--- src/rtl/ps2_hex_entry.sv ---
// PS/2 keyboard receiver: Set-2 hex keys build a two-nibble entry,
// Enter commits it as an 8-bit value with a one-cycle strobe.
module ps2_hex_entry #(
  parameter int FILTER_LEN     = 4,
  parameter int TIMEOUT_CYCLES = 50000
) (
  input  logic       clock,
  input  logic       reset_n,
  input  logic       ps2_clk,
  input  logic       ps2_data,
  input  logic       enable,
  output logic [7:0] entry,
  output logic [7:0] value,
  output logic       value_valid,
  output logic       frame_error
);

  localparam int TW = $clog2(TIMEOUT_CYCLES + 1);

  typedef enum logic [1:0] {
    S_IDLE,
    S_DATA,
    S_PAR,
    S_STOP
  } st_e;

  logic [1:0]            csync_q, dsync_q;
  logic [FILTER_LEN-1:0] hist_q, hist_d;
  logic                  filt_q, filt_d;
  logic                  fall, din;
  st_e                   st_q, st_d;
  logic [2:0]            bcnt_q, bcnt_d;
  logic [7:0]            sh_q, sh_d;
  logic                  par_q, par_d;
  logic [TW-1:0]         to_q, to_d;
  logic                  bvld_q, bvld_d;
  logic [7:0]            byte_q, byte_d;
  logic                  err_q, err_d;
  logic                  ext_q, ext_d;
  logic                  brk_q, brk_d;
  logic [7:0]            entry_q, entry_d;
  logic [7:0]            value_q, value_d;
  logic                  vv_q, vv_d;
  logic [4:0]            hx;

  function automatic logic [4:0] hex_lu(input logic [7:0] c);
    logic [4:0] r;
    r = 5'd0;
    case (c)
      8'h45: r = 5'h10;
      8'h16: r = 5'h11;
      8'h1E: r = 5'h12;
      8'h26: r = 5'h13;
      8'h25: r = 5'h14;
      8'h2E: r = 5'h15;
      8'h36: r = 5'h16;
      8'h3D: r = 5'h17;
      8'h3E: r = 5'h18;
      8'h46: r = 5'h19;
      8'h1C: r = 5'h1A;
      8'h32: r = 5'h1B;
      8'h21: r = 5'h1C;
      8'h23: r = 5'h1D;
      8'h24: r = 5'h1E;
      8'h2B: r = 5'h1F;
      default: r = 5'd0;
    endcase
    return r;
  endfunction

  // Level flips only once the whole sample history agrees
  always_comb begin
    hist_d = {hist_q[FILTER_LEN-2:0], csync_q[1]};
    filt_d = filt_q;
    if (hist_q == '0) filt_d = 1'b0;
    else if (&hist_q) filt_d = 1'b1;
  end

  assign fall = filt_q & (hist_q == '0);
  assign din  = dsync_q[1];

  always_comb begin
    st_d   = st_q;
    bcnt_d = bcnt_q;
    sh_d   = sh_q;
    par_d  = par_q;
    bvld_d = 1'b0;
    byte_d = byte_q;
    err_d  = 1'b0;
    to_d   = (st_q == S_IDLE) ? '0 : to_q + TW'(1);
    if (fall) begin
      to_d = '0;
      case (st_q)
        S_IDLE: begin
          if (!din) begin
            st_d   = S_DATA;
            bcnt_d = 3'd0;
          end else begin
            err_d = 1'b1;
          end
        end
        S_DATA: begin
          sh_d   = {din, sh_q[7:1]};
          bcnt_d = bcnt_q + 3'd1;
          if (bcnt_q == 3'd7) st_d = S_PAR;
        end
        S_PAR: begin
          par_d = din;
          st_d  = S_STOP;
        end
        default: begin
          st_d = S_IDLE;
          if (din && (^{sh_q, par_q})) begin
            bvld_d = 1'b1;
            byte_d = sh_q;
          end else begin
            err_d = 1'b1;
          end
        end
      endcase
    end else if (st_q != S_IDLE && to_q == TW'(TIMEOUT_CYCLES - 1)) begin
      st_d  = S_IDLE;
      err_d = 1'b1;
      to_d  = '0;
    end
  end

  assign hx = hex_lu(byte_q);

  always_comb begin
    ext_d   = ext_q;
    brk_d   = brk_q;
    entry_d = entry_q;
    value_d = value_q;
    vv_d    = 1'b0;
    if (bvld_q) begin
      unique case (1'b1)
        (byte_q == 8'hE0): ext_d = 1'b1;
        (byte_q == 8'hF0): brk_d = 1'b1;
        default: begin
          ext_d = 1'b0;
          brk_d = 1'b0;
          if (!ext_q && !brk_q && enable) begin
            unique case (1'b1)
              hx[4]: entry_d = {entry_q[3:0], hx[3:0]};
              (byte_q == 8'h66): entry_d = 8'h00;
              (byte_q == 8'h5A): begin
                value_d = entry_q;
                vv_d    = 1'b1;
                entry_d = 8'h00;
              end
              default: ;
            endcase
          end
        end
      endcase
    end
  end

  always_ff @(posedge clock or negedge reset_n) begin
    if (!reset_n) begin
      csync_q <= 2'b11;
      dsync_q <= 2'b11;
      hist_q  <= '1;
      filt_q  <= 1'b1;
      st_q    <= S_IDLE;
      bcnt_q  <= 3'd0;
      sh_q    <= 8'h00;
      par_q   <= 1'b0;
      to_q    <= '0;
      bvld_q  <= 1'b0;
      byte_q  <= 8'h00;
      err_q   <= 1'b0;
      ext_q   <= 1'b0;
      brk_q   <= 1'b0;
      entry_q <= 8'h00;
      value_q <= 8'h00;
      vv_q    <= 1'b0;
    end else begin
      csync_q <= {csync_q[0], ps2_clk};
      dsync_q <= {dsync_q[0], ps2_data};
      hist_q  <= hist_d;
      filt_q  <= filt_d;
      st_q    <= st_d;
      bcnt_q  <= bcnt_d;
      sh_q    <= sh_d;
      par_q   <= par_d;
      to_q    <= to_d;
      bvld_q  <= bvld_d;
      byte_q  <= byte_d;
      err_q   <= err_d;
      ext_q   <= ext_d;
      brk_q   <= brk_d;
      entry_q <= entry_d;
      value_q <= value_d;
      vv_q    <= vv_d;
    end
  end

  assign entry       = entry_q;
  assign value       = value_q;
  assign value_valid = vv_q;
  assign frame_error = err_q;

endmodule

--- config.mk ---
export PLATFORM = sky130hd
export DESIGN_NAME = ps2_hex_entry
export DESIGN_NICKNAME = d
export VERILOG_FILES = /design/src/rtl/ps2_hex_entry.sv
export SDC_FILE = /design/constraint.sdc
export NUM_CORES = 1
export LEC_CHECK = 0
export ABC_AREA = 1
export CAP_MARGIN = 20
export CORE_MARGIN = 2
export CORE_UTILIZATION = 35
export CTS_CLUSTER_SIZE = 12
export DETAILED_ROUTE_END_ITERATION = 8
export GPL_TIMING_DRIVEN = 0
export SLEW_MARGIN = 10
export SYNTH_ARGS = -nofsm -noshare
export SYNTH_HDL_FRONTEND = slang
export SYNTH_SLANG_ARGS = --single-unit
export TNS_END_PERCENT = 20
--- constraint.sdc ---
create_clock -name clock -period 4.7 [get_ports clock]
set_input_delay 0.705 -clock clock [delete_from_list [all_inputs] [get_ports clock]]
set_output_delay 0.705 -clock clock [all_outputs]
set_load 0.01 [all_outputs]
==> results of run 1 <==
==> sequential cells by signal, summed over array words and instances (netlist names), 2 cells and up <==
name	flops
bcnt_q	3
byte_q	8
csync_q	2
dsync_q	2
entry	8
hist_q	4
sh_q	8
st_q	2
to_q	16
value	8
==> routing by layer <==
layer,wire length [microns],share of wire (%)
met2,2870,45
met3,240,3.7
met5,0,0
met4,78,1.2
met1,3210,50
==> power by group through the flow <==
stage / clock network (uW) / logic [uW] / registers (uW)
after floorplan: 0 / 11.4 / 609
after global placement: 0 / 29.5 / 610
final: 525 / 31.1 / 599
after CTS: 541 / 32.7 / 599
after global routing: 568 / 36.4 / 600
after detailed placement: 0 / 32.8 / 610
==> placed cells by master, fill, tap and decap left out, types with 2 or more instances in the layout <==
cell type,synthesis,layout
dfrtp_1,59,59
dfstp_2,9,9
ha_1,7,7
xor2_1,6,6
nor3_2,3,3
bufinv_16,0,2
o21ai_0,20,20
nor2_2,8,8
nor3_1,14,14
o21a_1,2,2
nand2_1,127,127
o21ai_1,3,3
nand2_4,3,3
nor2_1,50,50
xnor2_1,3,3
nand3_4,2,2
inv_2,7,7
clkinv_4,0,2
buf_2,2,2
o21ai_2,5,5
clkdlybuf4s50_1,0,21
nor4_1,4,4
inv_1,34,34
a21oi_1,9,9
buf_6,3,3
nand3_1,23,23
nor3b_1,3,3
nand2_2,6,6
clkbuf_8,0,9
nand4_1,5,5
==> through the flow <==
stage	power (uW)	hold slack, ns	instance area, sq um
3_5_place_dp	643	0.347	3910
6_report	1150	0.233	4140
2_1_floorplan	621	0.345	3500
4_1_cts	1170	0.231	4140
5_1_grt	1200	0.236	4140
3_3_place_gp	639	0.347	3890
==> cell type report <==
class | count | area share (%)
well taps | 133 | 4.02
clock buffers | 9 | 2.99
clock inverters | 7 | 2.39
repair buffers | 23 | 5.93
multi-input cells | 310 | 38.2
inverters | 43 | 3.96
plain buffers | 5 | 1.06
flip-flops and latches | 68 | 41.4
==> kinds of logic after synthesis <==
logic type,Yosys count,synth area share (%)
simple gates,254,34.0
flops,68,48.9
buf+inv,48,5.93
compound gates,40,6.43
xor+xnor,9,2.25
fa+ha+maj,7,2.50
==> final timing paths <==
path	startpoint	to	depth (start not counted)	slack (ns)
worst max-delay path	entry[6]	entry[6]	1	2.73
worst min-delay path	reset_n	byte_q[1]	1	0.23
worst max register to register	to_q[0]	to_q[10]	9	2.93
worst min register to register	csync_q[1]	hist_q[0]	0	0.35
max in group asynchronous	reset_n	csync_q[1]	2	3.90
min in group clock	csync_q[1]	hist_q[0]	0	0.35
==> summary.md, run 1 <==
| Metric | Value |
|---|---|
| Cell row count | 36 |
| Routed WL per cell | 10.7 microns |
| Dpl ws | 2.67 ns |
| CTS tree | done |
| Final Hold Fails | 0 |
| Leak | 0.00196 uW |
| Synth Warn # | 0 |
| Slew Viols, Final | 0 |
| Initial antenna violation count | 0 |
| Placed cell count | 582 |
| Initial Utilization | 36.0% |
| HPWL Detailed | 4.85 mm |
| Post_cts resized | 0 |
| Antenna Cells | 0 |
| Yosys top cell area share | 42.2% |
| CP max stage cell | clkdlybuf4s50_1 |
| Syn Inst Count | 426 |
| CP arrival | 1.27 ns |
| Post-layout util | 42.5% |
| Clk slew on worst S/H paths | 0.08 ns |
| Yosys top cell by area | dfrtp_1 |
| Worst path bufs/invs | 1 |
| CP Data Required Time | 3.99 ns |
| Clk_skew | 0.0123 ns |
| Final worst-path cycle share | 42.0% |
| Layer with the highest usage | met2 |
| Crit Path Class | reg -> out |
| IO buf count | 22 |
| Tmin final | 1.97 ns |
| Setup TNS | 0 ns |
| Largest net degree at the start of global routing | 53 |
| Seq/Total Area, Yosys | 48.9% |
| GRT met1 Usage | 16.9% |
| Yosys reg bits | 68 |
| Vias per cell | 4.53 |
| Maxcap violations | 0 |
| Via count | 2708 |
| Psw | 249 uW |
| Finished Layout Cells | 598 |
| Placer Congestion | 0.867 |
| DR iter-0 viols | 125 |
| Drt drc | 0 |
| Post-DRT Antenna Nets | 0 |
| # nets final | 472 |
| Inserted Clock Buffers | 9 |
| Cell chain of the critical path | clkdlybuf4s50_1 |
| Worst Tran Pin Value | 0.397 ns |
| Setup WS post-layout | 2.73 ns |
| Filler instances | 971 |
| Core ar. | 9730 sq um |
| Final WL | 6.40 mm |
| Global-route met2 utilization | 21.4% |
| Count leader, synth | nand2_1 |
| Number of synthesized flops with an enable pin | 0 |
| Clock share of power | 45.4% |
| Setup-failing EPs final | 0 |
| Outcome | complete, no violations |
| CP Capture Type | output pin |
| Top FF cell, synth | dfrtp_1 |
| Synth cell count leaders | nand2_1 (127), dfrtp_1 (59), nor2_1 (50) |
| FMAX | 507 MHz |
| Pwr Density | 279 nW/um^2 |
| Ranking of synthesized cells by area | dfrtp_1 (42%), nand2_1 (14%), dfstp_2 (6.8%), nor2_1 (5.4%), inv_1 (3.6%) |
| Die Ht | 104 microns |
| H-tree depth | 3 |
| Io pins | 23 |
| Part of the power in combinational logic | 2.7% |
| Area of the multi-input gates | 1580 sq um |
| Vias in the first global route | 2618 |
| Min-delay worst type | in -> async |
| Tot GR Track Use | 13.0% |
| Cell family with most CP delay | buffers and inverters |
| Synth cell types | 35 |
| Sequential Power Share | 51.9% |
| First-pass GRT wire length | 11.7 mm |
| GRT Residual Overflow | 0 |
| Met3 global-route usage | 3.20% |
| Hold buffer count at CTS | 0 |
| Worst-Skew Late Latency | 0.33 ns |
| Int Pwr | 906 uW |
| Clock tree root buffer cell | clkbuf_8 |
| Setup Buffers After CTS | 0 |
| Post-synthesis cell area | 3500 sq um |
| FFs w/ async S/R, synth | 100% |
| Max-Slew Margin vs Limit | 73.5% |
| Die W | 104 microns |
| Share of cells above drive strength 1 | 15.3% |
| CP max stage delay | 0.55 ns |
| CTS Sinks | 68 |
| 1st-pass router iterations | 4 |
| Area occupied by registers | 1710 sq um |
| Area Overhead vs Synth | 18.1% |
| Net Sw Frac | 21.6% |
| Crit-path max FO | 3 |
| Die area | 10800 sq um |
| Synth Area per Inst | 8.22 sq um |
| Clk buf depth | 2 |
| Syn Nets | 438 |
| CP startpoint kind | register |
| IR drop worst, VDD | 157 uV |
| RSZ-0062 raised after global routing | false |
No activity file was read; power rests on OpenSTA's default activity.
==> run 2: changes to the inputs <==
==> constraint.sdc (replaced) <==
create_clock -name clock -period 2.1 [get_ports clock]
set_input_delay 0.315 -clock clock [delete_from_list [all_inputs] [get_ports clock]]
set_output_delay 0.315 -clock clock [all_outputs]
set_load 0.01 [all_outputs]
==> run 2 against run 1 <==
Against the previous run:
- critical path depth increased by 8
- sequential power increased by 120%
- clock-buffer cell count unchanged
- non-clock buffer count increased by 1
- worst hold slack improved by 0.12 ns
- global-route usage unchanged
- via count increased by 0.11%
- worst setup slack got worse by 2.4 ns
- flip-flop and latch count unchanged
- total power increased by 120%
- combinational power increased by 130%
- utilization increased by 0.10 points
==> summary.md, run 2 (synthesis results as in run 1) <==
| Metric | Value |
|---|---|
| Outcome | complete, no violations |
| Inserted Clock Buffers | 9 |
| Core ar. | 9730 sq um |
| Most frequent cells in the layout | nand2_1 (127), dfrtp_1 (59), nor2_1 (50), inv_1 (34), nand3_1 (23) |
| Clk buf depth | 2 |
| Vias in the first global route | 2621 |
| Most common cell after layout, fill and taps aside | nand2_1 |
| CP max stage cell | dfrtp_1 |
| Crit. Startpoint | to_q[0] |
| HPWL Detailed | 4.85 mm |
| Crit-path max FO | 4 |
| Worst-Skew Late Latency | 0.33 ns |
| RR Startpoint | to_q[0] |
| Maxcap violations | 0 |
| DR iter-0 viols | 147 |
| Routed WL per cell | 10.7 microns |
| Pwr Density | 624 nW/um^2 |
| Tmin final | 1.77 ns |
| Worst Reg-to-Reg Cells | 9 |
| Tot GR Track Use | 13.0% |
| Worst-case hold slack | 0.353 ns |
| Die area | 10800 sq um |
| Area occupied by registers | 1710 sq um |
| CP arrival | 1.99 ns |
| 1st-pass router iterations | 4 |
| Cell chain of the critical path | ha_1 > nand2_1 > nor2_2 > nand2_1 > nor2_1 > inv_1 > nor3_1 > a21oi_1 > o21a_1 |
| Area of the multi-input gates | 1580 sq um |
| Die W | 104 microns |
| Share of cells above drive strength 1 | 15.2% |
| Die Ht | 104 microns |
| Pwr Total | 2590 uW |
| Setup-failing EPs final | 0 |
| Max-Slew Margin vs Limit | 73.8% |
| CTS tree | done |
| R2R Path End | to_q[10] |
| Final worst-path cycle share | 84.1% |
| Crit Path Class | reg -> reg |
| Initial Utilization | 36.0% |
| FMAX | 566 MHz |
| CP startpoint kind | register |
| Setup Buffers After CTS | 0 |
| Placer Congestion | 0.867 |
| CP Data Required Time | 2.32 ns |
| Antenna Cells | 0 |
| CP Capture Type | register |
| Post_cts resized | 0 |
| Post-layout util | 42.6% |
| H-tree depth | 3 |
| Max FFs per register | 16 |
| R2r setup slk | 0.33 ns |
| Worst Tran Pin Value | 0.393 ns |
| Post-DRT Antenna Nets | 0 |
| Dpl cell area | 3910 sq um |
| GRT Residual Overflow | 0 |
| Reg with most FFs | to_q |
| RSZ-0062 raised after global routing | false |
| Clk_skew | 0.0123 ns |
| Leak | 0.00196 uW |
| Initial antenna violation count | 0 |
| Final Hold Fails | 0 |
| Area Overhead vs Synth | 18.4% |
| Clk slew on worst S/H paths | 0.08 ns |
| Cell row count | 36 |
| Drt drc | 0 |
| Slew Viols, Final | 0 |
| CP max stage delay | 0.39 ns |
| Filler instances | 970 |
| CTS Sinks | 68 |
| Fin area | 4150 sq um |
| Vias per cell | 4.53 |
| Most Frequent Cell on Critical Path | nand2_1 |
| Via count | 2711 |
| # nets final | 473 |
| Final WL | 6.41 mm |
| Min-delay worst type | reg -> reg |
| Critical Path End | to_q[10] |
| Clock tree root buffer cell | clkbuf_8 |
| First-pass GRT wire length | 11.7 mm |
| Largest net degree at the start of global routing | 53 |
| IR drop worst, VDD | 350 uV |
| Io pins | 23 |
| IO buf count | 22 |
[run 2: cell count changes in the layout (fill, tap and decap cells not counted)]
| cell | before | now |
|---|---|---|
| dlygate4sd3_1 | 0 | 1 |
[run 2: layout make-up]
class / count / share of cell area (%)
sequential: 68 / 41.3
clock inverter: 7 / 2.38
clock buffer: 9 / 2.99
timing repair buffer: 24 / 6.16
multi-input combinational: 310 / 38.1
inverter: 43 / 3.95
buffer: 5 / 1.06
tap: 133 / 4.01
[run 2: power breakdown]
group / switching [uW] / leakage (uW) / internal [uW]
Combinational: 48.7 / 0.000932 / 22.4
Sequential: 8.82 / 0.000919 / 1330
Clock: 500 / 0.000110 / 674
[run 2: stage by stage]
step / TNS, ns / std cells / worst slack [ns]
after detailed placement: 0 / 582 / 0.375
after CTS: 0 / 599 / 0.343
after global placement: -102.28 / 581 / -1.61
final: 0 / 599 / 0.333
after floorplan: 0 / 426 / 0.623
after global routing: 0 / 599 / 0.119
[run 2: timing repair]
action                                  CTS  global route
endpoints found under the setup margin    0             0
endpoints found under the hold margin    14             0
hold buffers                              1             0
[run 2: how the worst min path moves through the flow]
stage	start	to	slack [ns]	cells after the start
2_1_floorplan	reset_n	bcnt_q[0]	0.02	0
3_3_place_gp	dsync_q[0]	dsync_q[1]	0.35	0
3_5_place_dp	reset_n	byte_q[0]	0.21	1
4_1_cts	dsync_q[0]	dsync_q[1]	0.36	0
5_1_grt	dsync_q[0]	dsync_q[1]	0.36	0
6_report	csync_q[1]	hist_q[0]	0.35	0
[run 2: worst max-delay path, delay by kind of cell, from the launching register on]
| family | cells | cell delay [ns] |
|---|---|---|
| buf+inv | 1 | 0.11 |
| flops | 1 | 0.39 |
| compound gates | 2 | 0.21 |
| fa+ha+maj | 1 | 0.18 |
| simple gates | 5 | 0.77 |
[run 2: metal layers]
layer / GRT usage (%) / routed length (microns) / vias to the layer above
met2: 21.4 / 2870 / 47
met4: 4.05 / 78 / 0
li1: - / - / 1434
met1: 16.9 / 3220 / 1221
met5: 0 / 0 / -
met3: 3.20 / 238 / 9
==> run 3: changes to the inputs <==
==> constraint.sdc (replaced) <==
create_clock -name clock -period 1.8 [get_ports clock]
set_input_delay 0.27 -clock clock [delete_from_list [all_inputs] [get_ports clock]]
set_output_delay 0.27 -clock clock [all_outputs]
set_load 0.01 [all_outputs]
==> run 3 against run 2 <==
Against the previous run:
- die area unchanged
- clock-buffer cell count unchanged
- cell area increased by 0.81%
- worst hold slack got worse by 0.012 ns
- critical path type unchanged
- first-iteration DRC count increased by 0.68%
- global-route usage unchanged
- largest power group unchanged
- clock skew about the same
- critical path depth decreased by 2
- highest routed layer unchanged
- via count increased by 0.33%
==> summary.md, run 3 (synthesis results as in run 1) <==
| Metric | Value |
|---|---|
| Outcome | complete, no violations |
| Area Overhead vs Synth | 19.4% |
| Max FFs per register | 16 |
| # nets final | 474 |
| Clk_skew | 0.0122 ns |
| Placed cell count | 582 |
| Min-delay worst type | in -> reg |
| Pwr Density | 722 nW/um^2 |
| Crit-path max FO | 10 |
| CP startpoint kind | register |
| CTS Sinks | 68 |
| Antenna Cells | 0 |
| Clock tree root buffer cell | clkbuf_8 |
| FMAX | 605 MHz |
| Final Hold Fails | 0 |
| RSZ-0062 raised after global routing | true |
| Most common cell after layout, fill and taps aside | nand2_1 |
| CTS tree | done |
| Tot GR Track Use | 13.0% |
| Initial antenna violation count | 0 |
| HPWL Detailed | 4.85 mm |
| Vias in the first global route | 2621 |
| Share of cells above drive strength 1 | 15.8% |
| Max-Slew Margin vs Limit | 77.1% |
| CP Data Required Time | 2.04 ns |
| Drt drc | 0 |
| Int Pwr | 2370 uW |
| Slew Viols, Final | 0 |
| Crit Path Class | reg -> reg |
| Finished Layout Cells | 600 |
| Net Sw Frac | 21.6% |
| Routed WL per cell | 10.7 microns |
| Initial Utilization | 36.0% |
| Worst-Skew Late Latency | 0.33 ns |
| Setup-failing EPs final | 0 |
| Leak | 0.00196 uW |
| Maxcap violations | 0 |
| Psw | 652 uW |
| Part of the power in combinational logic | 2.8% |
| Clk buf depth | 2 |
| Filler instances | 967 |
| Worst Tran Pin Value | 0.341 ns |
| Largest net degree at the start of global routing | 53 |
| Tmin final | 1.65 ns |
| 1st-pass router iterations | 4 |
| Setup TNS | 0 ns |
| Dpl cell area | 3910 sq um |
| Inserted Clock Buffers | 9 |
| Final WL | 6.42 mm |
| Io pins | 23 |
| GRT Residual Overflow | 0 |
| Via count | 2720 |
| Die area | 10800 sq um |
| Most frequent cells in the layout | nand2_1 (127), dfrtp_1 (59), nor2_1 (49), inv_1 (34), nand3_1 (23) |
| CP Capture Type | register |
| IR drop worst, VDD | 409 uV |
| Clk slew on worst S/H paths | 0.08 ns |
| Die W | 104 microns |
| Die Ht | 104 microns |
| Sequential Power Share | 51.8% |
| Pwr Total | 3020 uW |
| Cell row count | 36 |
| CP arrival | 1.89 ns |
| H-tree depth | 3 |
| First-pass GRT wire length | 11.7 mm |
| Vias per cell | 4.53 |
| IO buf count | 22 |
| Reg with most FFs | to_q |
| Post-DRT Antenna Nets | 0 |
| Clock share of power | 45.4% |
| Placer Congestion | 0.867 |
| Fin area | 4180 sq um |
| Final worst-path cycle share | 91.8% |
| Core ar. | 9730 sq um |
| DR iter-0 viols | 148 |
==> run 3: path summary, 6_finish.rpt <==
kind,cells after the start,start,end,slack (ns)
max in group asynchronous,3,reset_n,csync_q[1],0.88
worst min-delay path,1,ps2_data,dsync_q[0],0.34
worst min register to register,0,csync_q[1],hist_q[0],0.35
worst max-delay path,7,hist_q[2],to_q[2],0.15
worst max register to register,7,hist_q[2],to_q[2],0.15
min in group asynchronous,2,reset_n,byte_q[1],0.35
==> run 3: power by group through the flow <==
stage	combinational (uW)	clock, uW	sequential [uW]
5_1_grt	98.4	1480	1570
2_1_floorplan	29.8	0	1590
3_5_place_dp	85.6	0	1590
3_3_place_gp	77.0	0	1590
4_1_cts	87.2	1410	1560
6_report	84.5	1370	1560
==> run 3: worst max-delay path: stages (launching register included) <==
cell	delay, ns
dfstp_2	0.55
nor2_1	0.04
nand2_1	0.12
nor2_4	0.08
inv_1	0.16
nand3_2	0.19
buf_2	0.24
nor3b_1	0.18
==> run 3: per-stage QoR <==
stage               utilization, %  hold slack (ns)  worst slack, ns
global route                  43.0            0.337          0.00223
CTS                           42.6            0.326           0.0433
finish                        43.0            0.341            0.147
global placement              40.0            0.347            -1.87
floorplan                        -          -0.0256            0.323
detailed placement            40.2            0.163           0.0748
==> run 3: cell type report <==
class                           count  area [sq um]  share of cell area (%)
Sequential cell                    68          1710                    41.0
Multi-Input combinational cell    310          1600                    38.4
Timing Repair Buffer               25           263                    6.29
Inverter                           43           168                    4.01
Tap cell                          133           166                    3.98
Clock buffer                        9           124                    2.96
Clock inverter                      7          98.8                    2.36
Buffer                              5          43.8                    1.05
==> run 3: per-layer routing <==
| layer | up-vias | share of wire [%] | track usage (%) |
|---|---|---|---|
| met5 | - | 0 | 0 |
| met4 | 0 | 1.2 | 4.05 |
| met3 | 9 | 3.8 | 3.20 |
| met2 | 47 | 45 | 21.4 |
| met1 | 1226 | 50 | 16.9 |
| li1 | 1438 | - | - |
==> run 3: what timing repair did <==
item,in CTS,in global routing
resized for setup,0,6
hold buffers,1,0
hold endpoints to repair,14,0
setup endpoints to repair,0,24
setup buffers,0,1
